## src/rtl/chacha_pkg.sv

```systemverilog
// Shared types and constants for the ChaCha block sequencer and quarter-round datapath.
package chacha_pkg;

  typedef logic [31:0] word_t;

  typedef enum logic [1:0] {
    LOAD  = 2'd0,
    ROUND = 2'd1,
    EMIT  = 2'd2
  } state_e;

  localparam int unsigned ROT_A = 16;
  localparam int unsigned ROT_B = 12;
  localparam int unsigned ROT_C = 8;
  localparam int unsigned ROT_D = 7;

  // Word indices per step k = scnt mod 8; element 0 is the rightmost entry.
  // k0..k3 are the column quarter-rounds, k4..k7 the diagonals.
  localparam logic [7:0][3:0] QR_A = {4'd3, 4'd2, 4'd1,  4'd0,  4'd3,  4'd2,  4'd1,  4'd0};
  localparam logic [7:0][3:0] QR_B = {4'd4, 4'd7, 4'd6,  4'd5,  4'd7,  4'd6,  4'd5,  4'd4};
  localparam logic [7:0][3:0] QR_C = {4'd9, 4'd8, 4'd11, 4'd10, 4'd11, 4'd10, 4'd9,  4'd8};
  localparam logic [7:0][3:0] QR_D = {4'd14, 4'd13, 4'd12, 4'd15, 4'd15, 4'd14, 4'd13, 4'd12};

  function automatic word_t rotl(input word_t x, input int unsigned n);
    return (x << n) | (x >> (32 - n));
  endfunction

endpackage

```

## src/rtl/chacha_qr_comb.sv

```systemverilog
// Purely combinational ChaCha quarter-round on four 32-bit words.
module chacha_qr_comb
  import chacha_pkg::*;
(
  input  logic [31:0] a_i,
  input  logic [31:0] b_i,
  input  logic [31:0] c_i,
  input  logic [31:0] d_i,
  output logic [31:0] a_o,
  output logic [31:0] b_o,
  output logic [31:0] c_o,
  output logic [31:0] d_o
);

  word_t a1, b1, c1, d1;
  word_t a2, b2, c2, d2;

  always_comb begin
    a1 = a_i + b_i;
    d1 = rotl(d_i ^ a1, ROT_A);
    c1 = c_i + d1;
    b1 = rotl(b_i ^ c1, ROT_B);
    a2 = a1 + b1;
    d2 = rotl(d1 ^ a2, ROT_C);
    c2 = c1 + d2;
    b2 = rotl(b1 ^ c2, ROT_D);
  end

  assign a_o = a2;
  assign b_o = b2;
  assign c_o = c2;
  assign d_o = d2;

endmodule

```

## src/rtl/chacha_block_seq.sv

```systemverilog
// ChaCha block function sequencer: byte-serial state load, one quarter-round per
// clock over ROUNDS rounds, then feed-forward add and byte-serial keystream output.
module chacha_block_seq
  import chacha_pkg::*;
#(
  parameter int ROUNDS = 20
) (
  input  logic       clk,
  input  logic       rst_n,
  input  logic [7:0] in_data,
  input  logic       in_valid,
  output logic       in_ready,
  output logic [7:0] out_data,
  output logic       out_valid,
  input  logic       out_ready,
  output logic       busy
);

  localparam int STEPS  = 4 * ROUNDS;
  localparam int SCNT_W = $clog2(STEPS);
  localparam logic [SCNT_W-1:0] SCNT_LAST = SCNT_W'(STEPS - 1);

  if ((ROUNDS < 2) || ((ROUNDS % 2) != 0)) begin : g_rounds_chk
    $error("chacha_block_seq: ROUNDS must be even and >= 2");
  end

  state_e            state_q, state_d;
  logic [5:0]        bcnt_q, bcnt_d;
  logic [SCNT_W-1:0] scnt_q, scnt_d;
  word_t             work_q [16];
  word_t             work_d [16];
  word_t             init_q [16];
  word_t             init_d [16];

  logic       in_hs, out_hs;
  logic [2:0] k;
  logic [3:0] ia, ib, ic, id;
  word_t      qa, qb, qc, qd;
  word_t      sum_w;

  assign in_hs  = in_valid & in_ready;
  assign out_hs = out_valid & out_ready;

  assign k  = scnt_q[2:0];
  assign ia = QR_A[k];
  assign ib = QR_B[k];
  assign ic = QR_C[k];
  assign id = QR_D[k];

  chacha_qr_comb u_qr (
    .a_i (work_q[ia]),
    .b_i (work_q[ib]),
    .c_i (work_q[ic]),
    .d_i (work_q[id]),
    .a_o (qa),
    .b_o (qb),
    .c_o (qc),
    .d_o (qd)
  );

  // Feed-forward add happens on the word being emitted, so no extra storage is needed.
  assign sum_w = work_q[bcnt_q[5:2]] + init_q[bcnt_q[5:2]];

  always_comb begin
    state_d   = state_q;
    bcnt_d    = bcnt_q;
    scnt_d    = scnt_q;
    in_ready  = 1'b0;
    out_valid = 1'b0;
    busy      = 1'b0;
    out_data  = 8'h00;
    case (state_q)
      LOAD: begin
        in_ready = 1'b1;
        if (in_hs) begin
          bcnt_d = bcnt_q + 6'd1;
          if (bcnt_q == 6'd63) state_d = ROUND;
        end
      end
      ROUND: begin
        busy = 1'b1;
        if (scnt_q == SCNT_LAST) begin
          scnt_d  = '0;
          state_d = EMIT;
        end else begin
          scnt_d = scnt_q + SCNT_W'(1);
        end
      end
      EMIT: begin
        busy      = 1'b1;
        out_valid = 1'b1;
        out_data  = sum_w[{bcnt_q[1:0], 3'b000} +: 8];
        if (out_hs) begin
          bcnt_d = bcnt_q + 6'd1;
          if (bcnt_q == 6'd63) state_d = LOAD;
        end
      end
      default: state_d = LOAD;
    endcase
  end

  always_comb begin
    work_d = work_q;
    init_d = init_q;
    if ((state_q == LOAD) && in_hs) begin
      work_d[bcnt_q[5:2]][{bcnt_q[1:0], 3'b000} +: 8] = in_data;
      init_d[bcnt_q[5:2]][{bcnt_q[1:0], 3'b000} +: 8] = in_data;
    end else if (state_q == ROUND) begin
      work_d[ia] = qa;
      work_d[ib] = qb;
      work_d[ic] = qc;
      work_d[id] = qd;
    end
  end

  always_ff @(posedge clk or negedge rst_n) begin
    if (!rst_n) begin
      state_q <= LOAD;
      bcnt_q  <= '0;
      scnt_q  <= '0;
      for (int i = 0; i < 16; i++) begin
        work_q[i] <= '0;
        init_q[i] <= '0;
      end
    end else begin
      state_q <= state_d;
      bcnt_q  <= bcnt_d;
      scnt_q  <= scnt_d;
      for (int i = 0; i < 16; i++) begin
        work_q[i] <= work_d[i];
        init_q[i] <= init_d[i];
      end
    end
  end

endmodule

```

## config.mk

```make
export PLATFORM = sky130hd
export DESIGN_NAME = chacha_block_seq
export DESIGN_NICKNAME = d
export VERILOG_FILES = /design/src/rtl/chacha_pkg.sv /design/src/rtl/chacha_qr_comb.sv /design/src/rtl/chacha_block_seq.sv
export SDC_FILE = /design/constraint.sdc
export NUM_CORES = 2
export LEC_CHECK = 0
export CELL_PAD_IN_SITES_DETAIL_PLACEMENT = 1
export CELL_PAD_IN_SITES_GLOBAL_PLACEMENT = 2
export CORE_ASPECT_RATIO = 0.75
export CORE_UTILIZATION = 47
export DETAILED_ROUTE_END_ITERATION = 10
export HOLD_SLACK_MARGIN = 0.06
export PLACE_DENSITY = 0.94
export SYNTH_ARGS = -nofsm -noshare
export SYNTH_HDL_FRONTEND = slang
export SYNTH_SLANG_ARGS = --single-unit
```

## constraint.sdc

```tcl
create_clock -name clk -period 23.8 [get_ports clk]
set_input_delay 4.76 -clock clk [delete_from_list [all_inputs] [get_ports clk]]
set_output_delay 4.76 -clock clk [all_outputs]
set_load 0.005 [all_outputs]
```

### Yosys cells after proc, flatten, opt, wreduce, memory -nomap -nowiden

Memories as Yosys holds them, arrays and structs flattened.
Cells that the tools add are included.

* memories kept: 4
* bits in read-only memories: 128
* register bits after elaboration: 1039

* $add $sub $neg: 8
* equality and inequality tests: 9
* bitwise gates (word level): 15
* multiplexer cells: 54
* reductions and logical operators: 12
* $lt $le $gt $ge: 11
* shift-type cells: 3

Memories
* (no name shown): depth 8, bits a word 4, read ports 1, clocked after memory_dff 0, write ports 0, RTL line chacha_block_seq.sv:48 `assign id = QR_D[k];`
* (no name shown): depth 8, bits a word 4, read ports 1, clocked after memory_dff 0, write ports 0, RTL line chacha_block_seq.sv:47 `assign ic = QR_C[k];`
* (no name shown): depth 8, bits a word 4, read ports 1, clocked after memory_dff 0, write ports 0, RTL line chacha_block_seq.sv:46 `assign ib = QR_B[k];`
* (no name shown): depth 8, bits a word 4, read ports 1, clocked after memory_dff 0, write ports 0, RTL line chacha_block_seq.sv:45 `assign ia = QR_A[k];`

Operator list (number)
* bitwise mux 512 bit: 6
* two-way mux 512 bit: 2
* binary-select mux 32 bit (select 4 bit): 6
* demux 32 bit (select 4 bit): 5
* two-way mux 32 bit: 17
* adder 32 bit: 5
* bitwise XOR 32 bit: 4
* OR 32 x 12 -> 32 bit: 1
* OR 32 x 16 -> 32 bit: 1
* OR 32 x 7 -> 32 bit: 1
* OR 32 x 8 -> 32 bit: 1
* variable shift 8 x 7 -> 32 bit, first input constant: 1
* variable part select 32 x 6 -> 8 bit: 1
* variable part select 8 x 7 -> 32 bit: 1
* greater-or-equal comparator 5 bit, second input constant: 5
* < comparator 5 x 1 -> 1 bit, second input constant: 5
* inverter 4 -> 5 bit: 5
* two-way mux 4 bit: 4
* two-way mux 6 bit: 2
* one-hot mux 6 bit (2 select lines): 1
* two-way mux 2 bit: 5
* inequality test 2 bit, second input constant: 5
* two-way mux 8 bit: 1
* adder 7 x 1 -> 7 bit, second input constant: 1
* other kinds (17): 26

### Depth between registers and ports, before layout

* depth after elaboration: 23
* depth in mapped cells: 76

### Hierarchy

From an unflattened synthesis, not the netlist that was laid out.

* cell total of the unflattened synthesis: 5331
* area total of the unflattened synthesis: 60003.8 um2

By module, submodules not included
* chacha_block_seq: cells an instance 4375, area an instance 52751.8 um2, instances 1
* chacha_qr_comb: cells an instance 956, area an instance 7252.0 um2, instances 1

### Worst setup path before layout

Ideal clock, no wire load.

* path kind: register -> register
* start point: register scnt_q[0]
* end point: register work_q[262] in the netlist's numbering
* arrival time: 16.146 ns
* slack: 7.528 ns
* cell stages (with the launch flop): 74
* period minus slack after synthesis: 16.272 ns
* library setup time: 0.126 ns
* data required time: 23.674 ns
* buffers on the path: 7
* cells stage by stage: dfrtp_1 buf_6 buf_8 buf_8 buf_1 clkbuf_1 clkinv_1 ha_1 buf_4 nand2_1 nand2_1 clkbuf_1 mux4_2 ha_1 fa_1 a21oi_1 nand4b_1 nand3_1 (+38 left out) inv_1 ha_1 a21oi_1 o21ai_0 a21oi_1 o21ai_0 a21oi_1 o21ai_0 or4b_2 a21boi_0 o21bai_1 a41oi_1 a211o_1 o21ai_0 xnor2_1 xnor2_1 xor2_1 a221o_1

* word-level cells in the longest chain between the ends: 23

Ends and longest elaborated chain
* from (decl): RTL line chacha_block_seq.sv:29 `logic [SCNT_W-1:0] scnt_q, scnt_d;`
* from (signal assigned): RTL line chacha_block_seq.sv:128 `scnt_q <= scnt_d;`
* memory read (8 x 4 bit), on equally long branches
* two-way mux 4 bit, on equally long branches: RTL line chacha_block_seq.sv:45, chacha_block_seq.sv:46
* inverter 4 -> 5 bit, on equally long branches
* binary-select mux 32 bit (select 4 bit), on equally long branches: RTL line chacha_block_seq.sv:51, chacha_block_seq.sv:52
* two-way mux 32 bit, on equally long branches (2 in a row): RTL line chacha_block_seq.sv:51, chacha_block_seq.sv:52
* adder 32 bit: RTL line chacha_qr_comb.sv:19 `a1 = a_i + b_i;`
* bitwise XOR 32 bit: RTL line chacha_qr_comb.sv:20 `d1 = rotl(d_i ^ a1, ROT_A);`
* OR 32 x 16 -> 32 bit: RTL line chacha_pkg.sv:25 `return (x << n) | (x >> (32 - n));`
* (+6 left out)
* adder 32 bit: RTL line chacha_qr_comb.sv:25 `c2 = c1 + d2;`
* bitwise XOR 32 bit: RTL line chacha_qr_comb.sv:26 `b2 = rotl(b1 ^ c2, ROT_D);`
* OR 32 x 7 -> 32 bit: RTL line chacha_pkg.sv:25
* bitwise mux 512 bit: RTL line chacha_block_seq.sv:110 `work_d[ib] = qb;`
* bitwise mux 512 bit: RTL line chacha_block_seq.sv:111 `work_d[ic] = qc;`
* bitwise mux 512 bit *: RTL line chacha_block_seq.sv:112 `work_d[id] = qd;`
* two-way mux 512 bit *: RTL line chacha_block_seq.sv:108 `end else if (state_q == ROUND) begin`
* two-way mux 512 bit *: RTL line chacha_block_seq.sv:105 `if ((state_q == LOAD) && in_hs) begin`
* to (signal, indexed assignment): RTL line chacha_block_seq.sv:130 `work_q[i] <= work_d[i];`
* to (decl): RTL line chacha_block_seq.sv:30 `word_t work_q [16];`

Every way passes the cells marked *; elsewhere a longest branch is shown, timed or not. The select of a mux whose other input is x is not followed.
A chain may end at the register's enable or synchronous reset.

### Worst setup path in the final report

* start point: register scnt_q[0]
* end point: register work_q[326] in the netlist's numbering

The elaborated chain is that of the path after synthesis.

==> impl_results.md <==
* Status: finished clean
* Sequential power share at 0.488
* Post-CTS Setup Repair Bufs at 0
* WL/cell at 37.3 um
* Leading cell type in the layout, fill and taps excluded: dfrtp_1
* Min Tclk post-route at 21.91 ns
* Final #Nets at 5899
* First-pass GRT wire length at 403000 um
* Congestion Overflow GR at 0
* Max-Cap Viols at 0
* Layout cell share with drive strength beyond 1 at 0.143
* Synth top area share at 0.421
* Synth cell types at 105
* Final instance area at 67400 sq um
* Vias at 54800
* Most used DFF post-synth: dfrtp_1
* # DRC at 0
* Critical Path Sink Type: flop
* Worst hold-check path type: reg2reg
* Synthesized Nets at 6026
* Initial DRC count at 7989
* H-Tree Depth at 3
* Vias per inst at 7.25
* Total Routing Usage GR at 0.425
* IO buf count at 22
* Reg clk slew, reported paths at 0.07 ns
* Clock Skew at 0.0436 ns
* Crit-path most repeated cell: o21ai_0
* Drt pass-1 iters at 6
* Worst slew pin tran at 1.44 ns
* Area leader, netlist: dfrtp_1
* Pins Over Slew Limit at 0
* # clock sinks at 1039
* Crit start category: flop
* Synth Instances at 5850
* RSZ-0062 raised after global routing: no
* Hpwl dp at 204000 um
* Combinational power share at 0.020
* RD Place Congestion at 1.12
* Sw power at 0.837 mW
* Ys async rst share at 1.00
* Placed Instances at 7357
* Die Area at 133000 sq um
* Row cnt at 114
* Antenna-violating nets left at 0
* Static leakage at 30.7 nW
* Pre-CTS WS at 3.30 ns
* YS warnings at 0
* Fin Hold WS at 0.472 ns
* Max VDD drop at 0.0000732 V
* Largest net degree at the start of global routing at 110
* Fin crit share at 0.921
* Clock power share at 0.492
* Worst Setup Slack, final at 1.89 ns
* Clock buffer depth at 3
* Post-synth EDFFs at 0
* Seq/Total Area, Yosys at 0.421
* Crit Path Max Fanout at 32
* Worst-Skew Late Latency at 0.78 ns
* Setup TNS at 0 ns
* I/O pin total at 23
* Final Setup Violations at 0
* Area taken by multi-input logic gates at 34000 sq um
* Starting Density at 0.477
* Reg area at 26000 sq um
* Mean post-synth cell area at 10.6 sq um
* Initial antenna violation count at 26
* CP Class: reg2reg
* Filler Cells Inserted at 13900
* Area Growth Syn to Fin at 9.20%
* Die W at 420 um
* Final hold viol count at 0
* Relative slew slack at 0.0314
* TritonCTS clock tree: built
* DP Area at 63800 sq um
* Num CTS Buffers at 104
* Overall Power at 3.62 mW
* Switching Share at 0.231
* Die H at 316 um
* Slowest Stage Delay on Critical Path at 1.06 ns
* Pwr dens at 53.7 nW/um^2
* CP Data Arrival Time at 22.62 ns
* Slowest-stage cell, CP: xnor2_1
* Non-filler instance count after layout at 7556
* Cts repair resizes at 0
* Int Power at 2.78 mW
* Max Fclk at 45.6 MHz
* CTS Hold Bufs at 0
* Cell Area, Synth at 61700 sq um
* Main area contributors after synthesis: dfrtp_1, mux4_2, nand2_1, a21o_1, o21ai_0
* Clock Tree Root: clkbuf_16
* Register bit total from synthesis at 1039
* FF-to-FF setup slack at 1.89 ns
* Most frequent cells in the layout: dfrtp_1, nand2_1, o21ai_0
* Vias in the first global route at 54300
* Drt total wl at 282000 um
* Core Box Area at 130000 sq um
* Post-layout utilization of the core at 0.520
* CP required at 24.51 ns
registers in the layout, summed over array words and instances (netlist names):
register	count
scnt_q	7
work_q	512
bcnt_q	6
state_q	2
init_q	512
power by group through the flow:
| stage | logic (mW) | clock network, mW | registers (mW) |
|---|---|---|---|
| after global placement | 0.0712 | 0 | 1.80 |
| after CTS | 0.0731 | 1.78 | 1.77 |
| after floorplan | 0.0149 | 0 | 1.80 |
| final | 0.0738 | 1.78 | 1.77 |
| after detailed placement | 0.0728 | 0 | 1.80 |
| after global routing | 0.0792 | 1.85 | 1.77 |
final cells by class:
cell class                      instances  share of cell area
Inverter                              101             0.00562
Clock buffer                          149              0.0448
Clock inverter                         40             0.00804
Sequential cell                      1039               0.386
Tap cell                             1740              0.0323
Timing Repair Buffer                  154              0.0184
Antenna cell                           10            0.000371
Multi-Input combinational cell       4323               0.504
metal layers:
| metal | vias up | routed length [um] | global-route usage | part of all wire |
|---|---|---|---|---|
| li1 | 21500 | - | - | - |
| met1 | 28400 | 107000 | 0.568 | 0.38 |
| met2 | 3932 | 114000 | 0.580 | 0.40 |
| met3 | 914 | 42500 | 0.186 | 0.15 |
| met4 | 28 | 18300 | 0.227 | 0.065 |
| met5 | - | 171 | 0.00106 | 0.00061 |
Yosys cell counts, types with 31 or more instances:
cell type and n:
inv_1 99, xnor2_1 162, o22ai_1 151, a21o_1 373
buf_1 52, dfrtp_1 1039, clkbuf_1 327, a21oi_1 383
nor3_1 47, o221ai_1 36, mux4_2 441, a22o_1 151
nand2_1 794, ha_1 159, o21ai_0 511, nor2_1 444
mux2i_1 31, xor2_1 107, nand3_1 48, a221o_1 81
worst max-delay path, delay by kind of cell (launching register included):
kind	cells	cell delay, ns
multiplexers	2	0.73
buffers and inverters	5	1.21
adder cells (fa/ha/maj)	6	2.55
AO/OA/AOI/OAI	33	9.15
flip-flops	1	0.92
XOR/XNOR	9	4.42
AND/OR/NAND/NOR	9	2.76
worst paths after layout:
check	from	endpoint	cells past startpoint
setup / recovery	scnt_q[0]$_DFFE_PN0P_	work_q[326]$_DFFE_PN0P_	64
hold / removal	init_q[510]$_DFFE_PN0P_	init_q[510]$_DFFE_PN0P_	1
setup reg to reg	scnt_q[0]$_DFFE_PN0P_	work_q[326]$_DFFE_PN0P_	64
hold reg to reg	init_q[510]$_DFFE_PN0P_	init_q[510]$_DFFE_PN0P_	1
max in group asynchronous	rst_n	scnt_q[0]$_DFFE_PN0P_	5
min in group asynchronous	rst_n	init_q[350]$_DFFE_PN0P_	1
logic make-up after synthesis:
kind of cell / synth area share
flops: 0.421
simple gates: 0.101
fa+ha+maj: 0.0347
compound gates: 0.200
mux: 0.169
buf+inv: 0.0305
xor+xnor: 0.0438
Power figures use the tool's default switching activity.
